### src/rtl/spi_slave_port.sv
// Byte-oriented SPI slave: oversampled SCLK/MOSI/SS_N, level valid/ack RX, single-entry TX holding register.
// Build option: define SPI_SLAVE_LSB_FIRST_EN to shift frames LSB first (default MSB first).
module spi_slave_port #(
  parameter int                DATA_W      = 8,
  parameter int                CPOL        = 0,
  parameter int                CPHA        = 0,
  parameter int                SYNC_STAGES = 2,
  parameter logic [DATA_W-1:0] FILL_BYTE   = 8'hFF
) (
  input  logic              clk,
  input  logic              rst,
  input  logic              spi_sclk,
  input  logic              spi_mosi,
  input  logic              spi_ss_n,
  output logic              spi_miso,
  output logic              spi_miso_oe,
  input  logic [DATA_W-1:0] tx_data,
  input  logic              tx_load,
  output logic              tx_empty,
  output logic [DATA_W-1:0] rx_data,
  output logic              rx_valid,
  input  logic              rx_ack,
  output logic              overrun,
  output logic              busy
);

  localparam int   CNT_W     = (DATA_W > 1) ? $clog2(DATA_W) : 1;
  localparam logic SCLK_IDLE = (CPOL != 0);

  typedef enum logic {IDLE, ACTIVE} state_t;

  function automatic logic first_bit(input logic [DATA_W-1:0] v);
`ifdef SPI_SLAVE_LSB_FIRST_EN
    return v[0];
`else
    return v[DATA_W-1];
`endif
  endfunction

  function automatic logic [DATA_W-1:0] drop_bit(input logic [DATA_W-1:0] v);
`ifdef SPI_SLAVE_LSB_FIRST_EN
    return v >> 1;
`else
    return v << 1;
`endif
  endfunction

  function automatic logic [DATA_W-1:0] rx_insert(input logic [DATA_W-1:0] v, input logic b);
`ifdef SPI_SLAVE_LSB_FIRST_EN
    return {b, v[DATA_W-1:1]};
`else
    return {v[DATA_W-2:0], b};
`endif
  endfunction

  logic [SYNC_STAGES-1:0] sclk_sync_q, ss_sync_q, mosi_sync_q;
  logic                   sclk_prev_q, ss_prev_q;

  always_ff @(posedge clk or posedge rst) begin
    if (rst) begin
      sclk_sync_q <= {SYNC_STAGES{SCLK_IDLE}};
      ss_sync_q   <= '1;
      mosi_sync_q <= '0;
      sclk_prev_q <= SCLK_IDLE;
      ss_prev_q   <= 1'b1;
    end else begin
      sclk_sync_q <= {sclk_sync_q[SYNC_STAGES-2:0], spi_sclk};
      ss_sync_q   <= {ss_sync_q[SYNC_STAGES-2:0], spi_ss_n};
      mosi_sync_q <= {mosi_sync_q[SYNC_STAGES-2:0], spi_mosi};
      sclk_prev_q <= sclk_sync_q[SYNC_STAGES-1];
      ss_prev_q   <= ss_sync_q[SYNC_STAGES-1];
    end
  end

  logic sclk_s, ss_s, mosi_s;
  logic sclk_rise, sclk_fall, lead_edge, trail_edge, sample_edge, shift_edge;
  logic ss_fall, ss_rise;

  assign sclk_s      = sclk_sync_q[SYNC_STAGES-1];
  assign ss_s        = ss_sync_q[SYNC_STAGES-1];
  assign mosi_s      = mosi_sync_q[SYNC_STAGES-1];
  assign sclk_rise   = sclk_s & ~sclk_prev_q;
  assign sclk_fall   = ~sclk_s & sclk_prev_q;
  assign lead_edge   = SCLK_IDLE ? sclk_fall : sclk_rise;
  assign trail_edge  = SCLK_IDLE ? sclk_rise : sclk_fall;
  assign sample_edge = (CPHA != 0) ? trail_edge : lead_edge;
  assign shift_edge  = (CPHA != 0) ? lead_edge : trail_edge;
  assign ss_fall     = ~ss_s & ss_prev_q;
  assign ss_rise     = ss_s & ~ss_prev_q;

  state_t            state_q;
  logic [CNT_W-1:0]  cnt_q;
  logic              first_q, done_q;
  logic [DATA_W-1:0] tx_hold_q, tx_shift_q, rx_shift_q, rx_data_q;
  logic              tx_empty_q, rx_valid_q, overrun_q, miso_q, oe_q;

  logic [DATA_W-1:0] next_byte_d;
  logic              frame_start, reload, consume;

  assign next_byte_d = tx_empty_q ? FILL_BYTE : tx_hold_q;
  assign frame_start = (state_q == IDLE) && ss_fall;
  // The CPHA=1 first leading edge only re-presents the MSB already loaded at select.
  assign reload      = (state_q == ACTIVE) && !ss_rise && shift_edge && (cnt_q == '0) && !first_q;
  assign consume     = frame_start | reload;

  always_ff @(posedge clk or posedge rst) begin
    if (rst) begin
      state_q    <= IDLE;
      cnt_q      <= '0;
      first_q    <= 1'b0;
      done_q     <= 1'b0;
      tx_hold_q  <= '0;
      tx_shift_q <= '0;
      rx_shift_q <= '0;
      rx_data_q  <= '0;
      tx_empty_q <= 1'b1;
      rx_valid_q <= 1'b0;
      overrun_q  <= 1'b0;
      miso_q     <= 1'b0;
      oe_q       <= 1'b0;
    end else begin
      done_q <= 1'b0;

      if (tx_load) begin
        tx_hold_q  <= tx_data;
        tx_empty_q <= 1'b0;
      end else if (consume) begin
        tx_empty_q <= 1'b1;
      end

      if (rx_ack) begin
        rx_valid_q <= 1'b0;
        overrun_q  <= 1'b0;
      end
      if (done_q) begin
        if (!rx_valid_q || rx_ack) begin
          rx_data_q  <= rx_shift_q;
          rx_valid_q <= 1'b1;
        end else begin
          overrun_q <= 1'b1;
        end
      end

      case (state_q)
        IDLE: begin
          if (ss_fall) begin
            state_q    <= ACTIVE;
            cnt_q      <= '0;
            first_q    <= 1'b1;
            oe_q       <= 1'b1;
            miso_q     <= first_bit(next_byte_d);
            tx_shift_q <= drop_bit(next_byte_d);
          end
        end
        ACTIVE: begin
          if (ss_rise) begin
            state_q <= IDLE;
            cnt_q   <= '0;
            oe_q    <= 1'b0;
            miso_q  <= 1'b0;
          end else begin
            if (sample_edge) begin
              rx_shift_q <= rx_insert(rx_shift_q, mosi_s);
              if (cnt_q == CNT_W'(DATA_W - 1)) begin
                cnt_q  <= '0;
                done_q <= 1'b1;
              end else begin
                cnt_q <= cnt_q + CNT_W'(1);
              end
            end
            if (shift_edge) begin
              first_q <= 1'b0;
              if (reload) begin
                miso_q     <= first_bit(next_byte_d);
                tx_shift_q <= drop_bit(next_byte_d);
              end else if (cnt_q != '0) begin
                miso_q     <= first_bit(tx_shift_q);
                tx_shift_q <= drop_bit(tx_shift_q);
              end
            end
          end
        end
        default: state_q <= IDLE;
      endcase
    end
  end

  assign spi_miso    = miso_q;
  assign spi_miso_oe = oe_q;
  assign tx_empty    = tx_empty_q;
  assign rx_data     = rx_data_q;
  assign rx_valid    = rx_valid_q;
  assign overrun     = overrun_q;
  assign busy        = (state_q == ACTIVE);

endmodule
### config.mk
export PLATFORM = sky130hd
export DESIGN_NAME = spi_slave_port
export DESIGN_NICKNAME = d
export VERILOG_FILES = /design/src/rtl/spi_slave_port.sv
export SDC_FILE = /design/constraint.sdc
export NUM_CORES = 1
export LEC_CHECK = 0
export ABC_AREA = 0
export BUFFER_PORTS_ARGS = -buffer_cell sky130_fd_sc_hd__buf_2
export CELL_PAD_IN_SITES_DETAIL_PLACEMENT = 2
export CELL_PAD_IN_SITES_GLOBAL_PLACEMENT = 2
export CORE_UTILIZATION = 33
export DETAILED_ROUTE_END_ITERATION = 10
export PLACE_DENSITY = 0.81
export SYNTH_ARGS = -nofsm -noshare
export SYNTH_HDL_FRONTEND = slang
export SYNTH_SLANG_ARGS = --single-unit
### constraint.sdc
create_clock -name clk -period 1.8 [get_ports clk]
set_clock_uncertainty 0.2 [all_clocks]
set_input_delay 0.18 -clock clk [delete_from_list [all_inputs] [get_ports clk]]
set_output_delay 0.18 -clock clk [all_outputs]
set_load 0.01 [all_outputs]
## Word level (Yosys, flattened, before mapping)

Cells that the tools add are included.

- Flip-flop bits (word level): 51
- Output and inout port bits: 14

- Add/subtract/negate cells: 1
- Equality and inequality tests: 9
- Multiplexer cells: 39
- Bitwise logic cells: 11
- Reduce and logical (&&, ||, !) cells: 19

Operator list:

| kind | count |
|---|---|
| $mux 8 | 6 |
| $mux 1 | 23 |
| $pmux 8 s2 | 1 |
| $mux 3 | 4 |
| $reduce_and 3->1 | 3 |
| $ne 2x2->1 const B | 4 |
| $pmux 1 s2 | 4 |
| $ne 3x3->1 const B | 2 |
| $not 1->1 | 6 |
| $pmux 3 s2 | 1 |
| $reduce_and 2->1 | 3 |
| $logic_and 1x1->1 | 5 |
| $and 1x1->1 | 4 |
| $ne 4x2->1 const B | 1 |
| $reduce_and 4->1 | 1 |
| $add 3x1->3 const B | 1 |
| $eq 3x3->1 const B | 1 |
| $logic_not 1->1 | 3 |
| $logic_not 3->1 | 1 |
| $ne 3x1->1 const B | 1 |
| $reduce_bool 3->1 | 1 |
| $reduce_bool 2->1 | 1 |
| $logic_or 1x1->1 | 1 |
| $or 1x1->1 | 1 |

## Depth between registers and ports, before layout

- Depth after elaboration: 11
- Mapped depth: 8
- Mapped depth without buffers: 7

## Worst setup path before layout

Ideal clock, no wire load.

- Path type: reg-to-reg
- From: reg cnt_q[0]
- To: reg miso_q (netlist: spi_miso)
- Library setup time: 131 ps
- Data arrival time: 1,497 ps
- Required time: 1,469 ps
- Setup slack: -27 ps
- Cell stages (with the launch flop): 8
- Clock period less this slack: 1,827 ps
- Path through: dfrtp_1 > inv_1 > ha_1 > nand2b_4 > o31ai_1 > mux2_2 > nor3_1 > a221oi_2

- Longest elaborated chain between the ends: 7

RTL lines:

| what | RTL line | RTL |
|---|---|---|
| from (decl) | 92 | `logic [CNT_W-1:0] cnt_q;` |
| from (signal assigned) | 168 | `cnt_q <= cnt_q + CNT_W'(1);` |
| $logic_not 3->1 | 103 | `assign reload = (state_q == ACTIVE) && !ss_rise && shift_edge && (cnt_q == '0) && !first_q;` |
| $logic_and 1x1->1 (2 in a row) | 103 |  |
| $mux 1 | 173 | `if (reload) begin` |
| $mux 1 | 171 | `if (shift_edge) begin` |
| $mux 1 | 156 | `if (ss_rise) begin` |
| $pmux 1 s2 | 144 | `case (state_q)` |
| to (signal assigned) | 151 | `miso_q <= first_bit(next_byte_d);` |
| to (signal assigned) | 174 | `miso_q <= first_bit(next_byte_d);` |
| to (signal assigned) | 177 | `miso_q <= first_bit(tx_shift_q);` |
| to (decl) | 95 | `logic tx_empty_q, rx_valid_q, overrun_q, miso_q, oe_q;` |

Parallel ways exist; a longest one is shown, timed or not. The select of a mux whose other input is x is not followed.
A chain may end at the register's enable or synchronous reset.

## Final worst setup path

- From: reg ss_prev_q
- To: reg miso_q (netlist: spi_miso)

- Longest elaborated chain between the ends: 11

RTL lines:

| what | RTL line | RTL |
|---|---|---|
| from (decl) | 57 | `logic sclk_prev_q, ss_prev_q;` |
| from (signal assigned) | 71 | `ss_prev_q <= ss_sync_q[SYNC_STAGES-1];` |
| $not 1->1 | 89 | `assign ss_rise = ss_s & ~ss_prev_q;` |
| $and 1x1->1 | 89 |  |
| $logic_not 1->1 | 103 |  |
| $logic_and 1x1->1 (4 in a row) | 103 |  |
| $mux 1 | 173 |  |
| $mux 1 | 171 |  |
| $mux 1 | 156 |  |
| $pmux 1 s2 | 144 |  |

Parallel ways exist; a longest one is shown, timed or not. The select of a mux whose other input is x is not followed.

==> impl_metrics.env <==
export IMPL_slew_headroom=0.728
export IMPL_num_antenna_cells=0
export IMPL_syn_num_nets=205
export IMPL_antenna_found_initial=0
export IMPL_synth_flop_cell="dfrtp_1"
export IMPL_power_per_cell_area_nw_per_um2=949
export IMPL_cts_sinks=50
export IMPL_cts_max_level=2
export IMPL_routed_wl_mm=5.36
export IMPL_hold_viol=0
export IMPL_path_buf_inv=2
export IMPL_synth_cell_types=35
export IMPL_drcViolationCount=0
export IMPL_grt_pass1_wl_mm=8.83
export IMPL_grt_max_degree=34
export IMPL_ys_seq_elements=50
export IMPL_worst_setup_path_end_kind="register"
export IMPL_p_leak_nw=1.40
export IMPL_place_inst=296
export IMPL_critical_path_required_ns=1.82
export IMPL_ys_seq_area_frac=0.588
export IMPL_wire_per_inst_um=16.4
export IMPL_floorplan_initialDensity=0.351
export IMPL_failed_checks="negative setup slack"
export IMPL_ys_warn_count=0
export IMPL_antenna_left=0
export IMPL_viasPerCell=4.87
export IMPL_cts_tree="yes"
export IMPL_period_needed_ns=1.92
export IMPL_root_buffer="clkbuf_8"
export IMPL_setup_ws_ns=-0.115
export IMPL_drt_iter0_drc=33
export IMPL_postSynthCellCount=187
export IMPL_syn_to_final_growth_pct=34.4
export IMPL_startpoint_type="register"
export IMPL_worstPathMaxFanout=4
export IMPL_grt_ovfl_total=0
export IMPL_synth_edf_count=0
export IMPL_die_w_um=82.5
export IMPL_crit_family="flip-flops"
export IMPL_critical_path_arrival_ns=1.93
export IMPL_dr_pass1_iters=3
export IMPL_hold_class="register to register"
export IMPL_gp_congestion=0.694
export IMPL_finalCritPeriodShare=1.06
export IMPL_rsz0062_at_grt="yes"
export IMPL_drv_cap=0
export IMPL_outcome="finished with violations"
export IMPL_worstMarginPinSlew_ns=0.408
export IMPL_drive_gt1_frac=0.452
export IMPL_clkTransAtPathRegs_ns=0.09
export IMPL_dieArea_um2=6800
export IMPL_max_freq_mhz=522
export IMPL_grt_usage=0.179
export IMPL_netlist_area_um2=2140
export IMPL_via_count=1591
export IMPL_die_h_um=82.5
export IMPL_rrSetupSlack_ns=-0.12
export IMPL_numPortBuffers=28
export IMPL_async_flop_share=1.00
export IMPL_dp_final_hpwl_mm=3.39
export IMPL_synth_area_per_cell_um2=11.4
export IMPL_path_cells="buf_4 > nand2b_4 > nand2_1 > o32ai_4 > buf_4 > nor3_2 > a221oi_2"
export IMPL_clk_latency_ns=0.30
export IMPL_numCtsBuffers=5
export IMPL_clockBufferDepth=2
export IMPL_fp_coreArea_um2=6100
export IMPL_vdd_drop_max_v=0.000364
export IMPL_final_max_slew_viol_count=0
export IMPL_setup_viol=4
export IMPL_grt_pass1_vias=1810
export IMPL_fin_cells=327
export IMPL_crit_type="register to register"
export IMPL_cp_slowest_cell="dfstp_2"
export IMPL_final_nets=269
export IMPL_io_pins=29
export IMPL_cpMostUsedCell="buf_4"
export IMPL_slowest_delay_ns=0.54
export IMPL_row_count=28
export IMPL_fin_util=0.471
==> stage by stage <==
stage	hold WS, ns	total power [mW]	area (um^2)	setup TNS (ns)	worst slack (ns)
3_3_place_gp	-0.0118	1.82	2450	-0.0207	-0.0207
4_1_cts	0.158	2.70	2800	-0.671	-0.138
5_1_grt	0.169	2.87	2870	-0.734	-0.194
2_1_floorplan	-0.0155	1.68	2140	-0.0146	-0.0146
3_5_place_dp	0.00132	1.86	2450	-0.332	-0.140
6_report	0.154	2.73	2870	-0.177	-0.115
==> cell usage after synthesis (2+ instances only) <==
library cell  count  area share
a21oi_1           2      0.0047
buf_2             4      0.0094
nand2b_1          3      0.0088
o21ai_0          10       0.023
mux2_2           17       0.090
dfrtp_1          46        0.54
inv_1             6       0.011
ha_1              3       0.018
nor3_1            2      0.0047
o21ai_1           8       0.019
nor2_1           14       0.025
dfstp_2           4       0.049
nand2b_4          3       0.019
nand2_1          43       0.076
a22o_1            2      0.0082
==> cell usage in the layout (no fill, tap or decap), types with 3 or more instances in the layout <==
master	instances
dfstp_2	4
nand2_2	6
dlygate4sd3_1	14
buf_2	28
inv_2	3
o21ai_0	3
nor2_1	12
nand2b_4	3
o21ai_1	9
nand2b_1	3
inv_1	3
o21ai_2	6
dfrtp_1	46
clkbuf_8	7
nand2_1	37
buf_4	18
mux2_2	17
==> state kept, by name (all words and copies together), names as in the netlist <==
signal	flops
tx_shift_q	7
overrun	1
sclk_sync_q	2
busy	1
spi_miso	1
rx_valid	1
sclk_prev_q	1
rx_data	8
mosi_sync_q	2
tx_hold_q	8
ss_sync_q	2
first_q	1
rx_shift_q	8
spi_miso_oe	1
tx_empty	1
ss_prev_q	1
cnt_q	3
done_q	1
==> logic make-up after synthesis <==
family / synth area share
simple gates: 0.158
flops: 0.588
compound gates: 0.117
mux: 0.0896
buf+inv: 0.0304
fa+ha+maj: 0.0176
==> routing by layer <==
| layer | GRT usage | up-vias | wire, um |
|---|---|---|---|
| met3 | 0.0275 | 7 | 99 |
| met2 | 0.343 | 23 | 2970 |
| li1 | - | 751 | - |
| met4 | 0.0632 | 0 | 68 |
| met1 | 0.198 | 810 | 2220 |
| met5 | 0 | - | 0 |
==> worst paths after layout <==
kind,start,to,cells past startpoint
max reg2reg,ss_prev_q$_DFF_PP1_,spi_miso$_DFFE_PP0P_,7
min in group asynchronous,rst,tx_hold_q[2]$_DFFE_PP0P_,3
max in group asynchronous,rst,ss_prev_q$_DFF_PP1_,4
min,mosi_sync_q[0]$_DFF_PP0_,mosi_sync_q[1]$_DFF_PP0_,0
min reg2reg,mosi_sync_q[0]$_DFF_PP0_,mosi_sync_q[1]$_DFF_PP0_,0
max,ss_prev_q$_DFF_PP1_,spi_miso$_DFFE_PP0P_,7
==> power breakdown <==
part	switching [mW]	total, mW	internal (mW)
logic	0.302	0.598	0.295
registers	0.127	1.40	1.27
clock network	0.376	0.728	0.353
total	0.805	2.73	1.92
==> final cells by class <==
class                      count  area [um^2]
inverter                       6         22.5
tap                           75         93.8
clock buffer                   7         96.3
multi-input combinational    124          913
timing repair buffer          64          482
sequential                    50         1260
fill                         633         3220
clock inverter                 1         8.76
==> what timing repair did <==
| item | 4_1_cts | 5_1_grt |
|---|---|---|
| pin swaps | 10 | 9 |
| hold buffers | 14 | 0 |
| endpoints found under the setup margin | 8 | 14 |
| resized for setup | 25 | 12 |
| endpoints found under the hold margin | 31 | 0 |
| cloned | 1 | 0 |
| setup buffers | 4 | 4 |
Note: power is estimated with default switching activity, not from simulation.
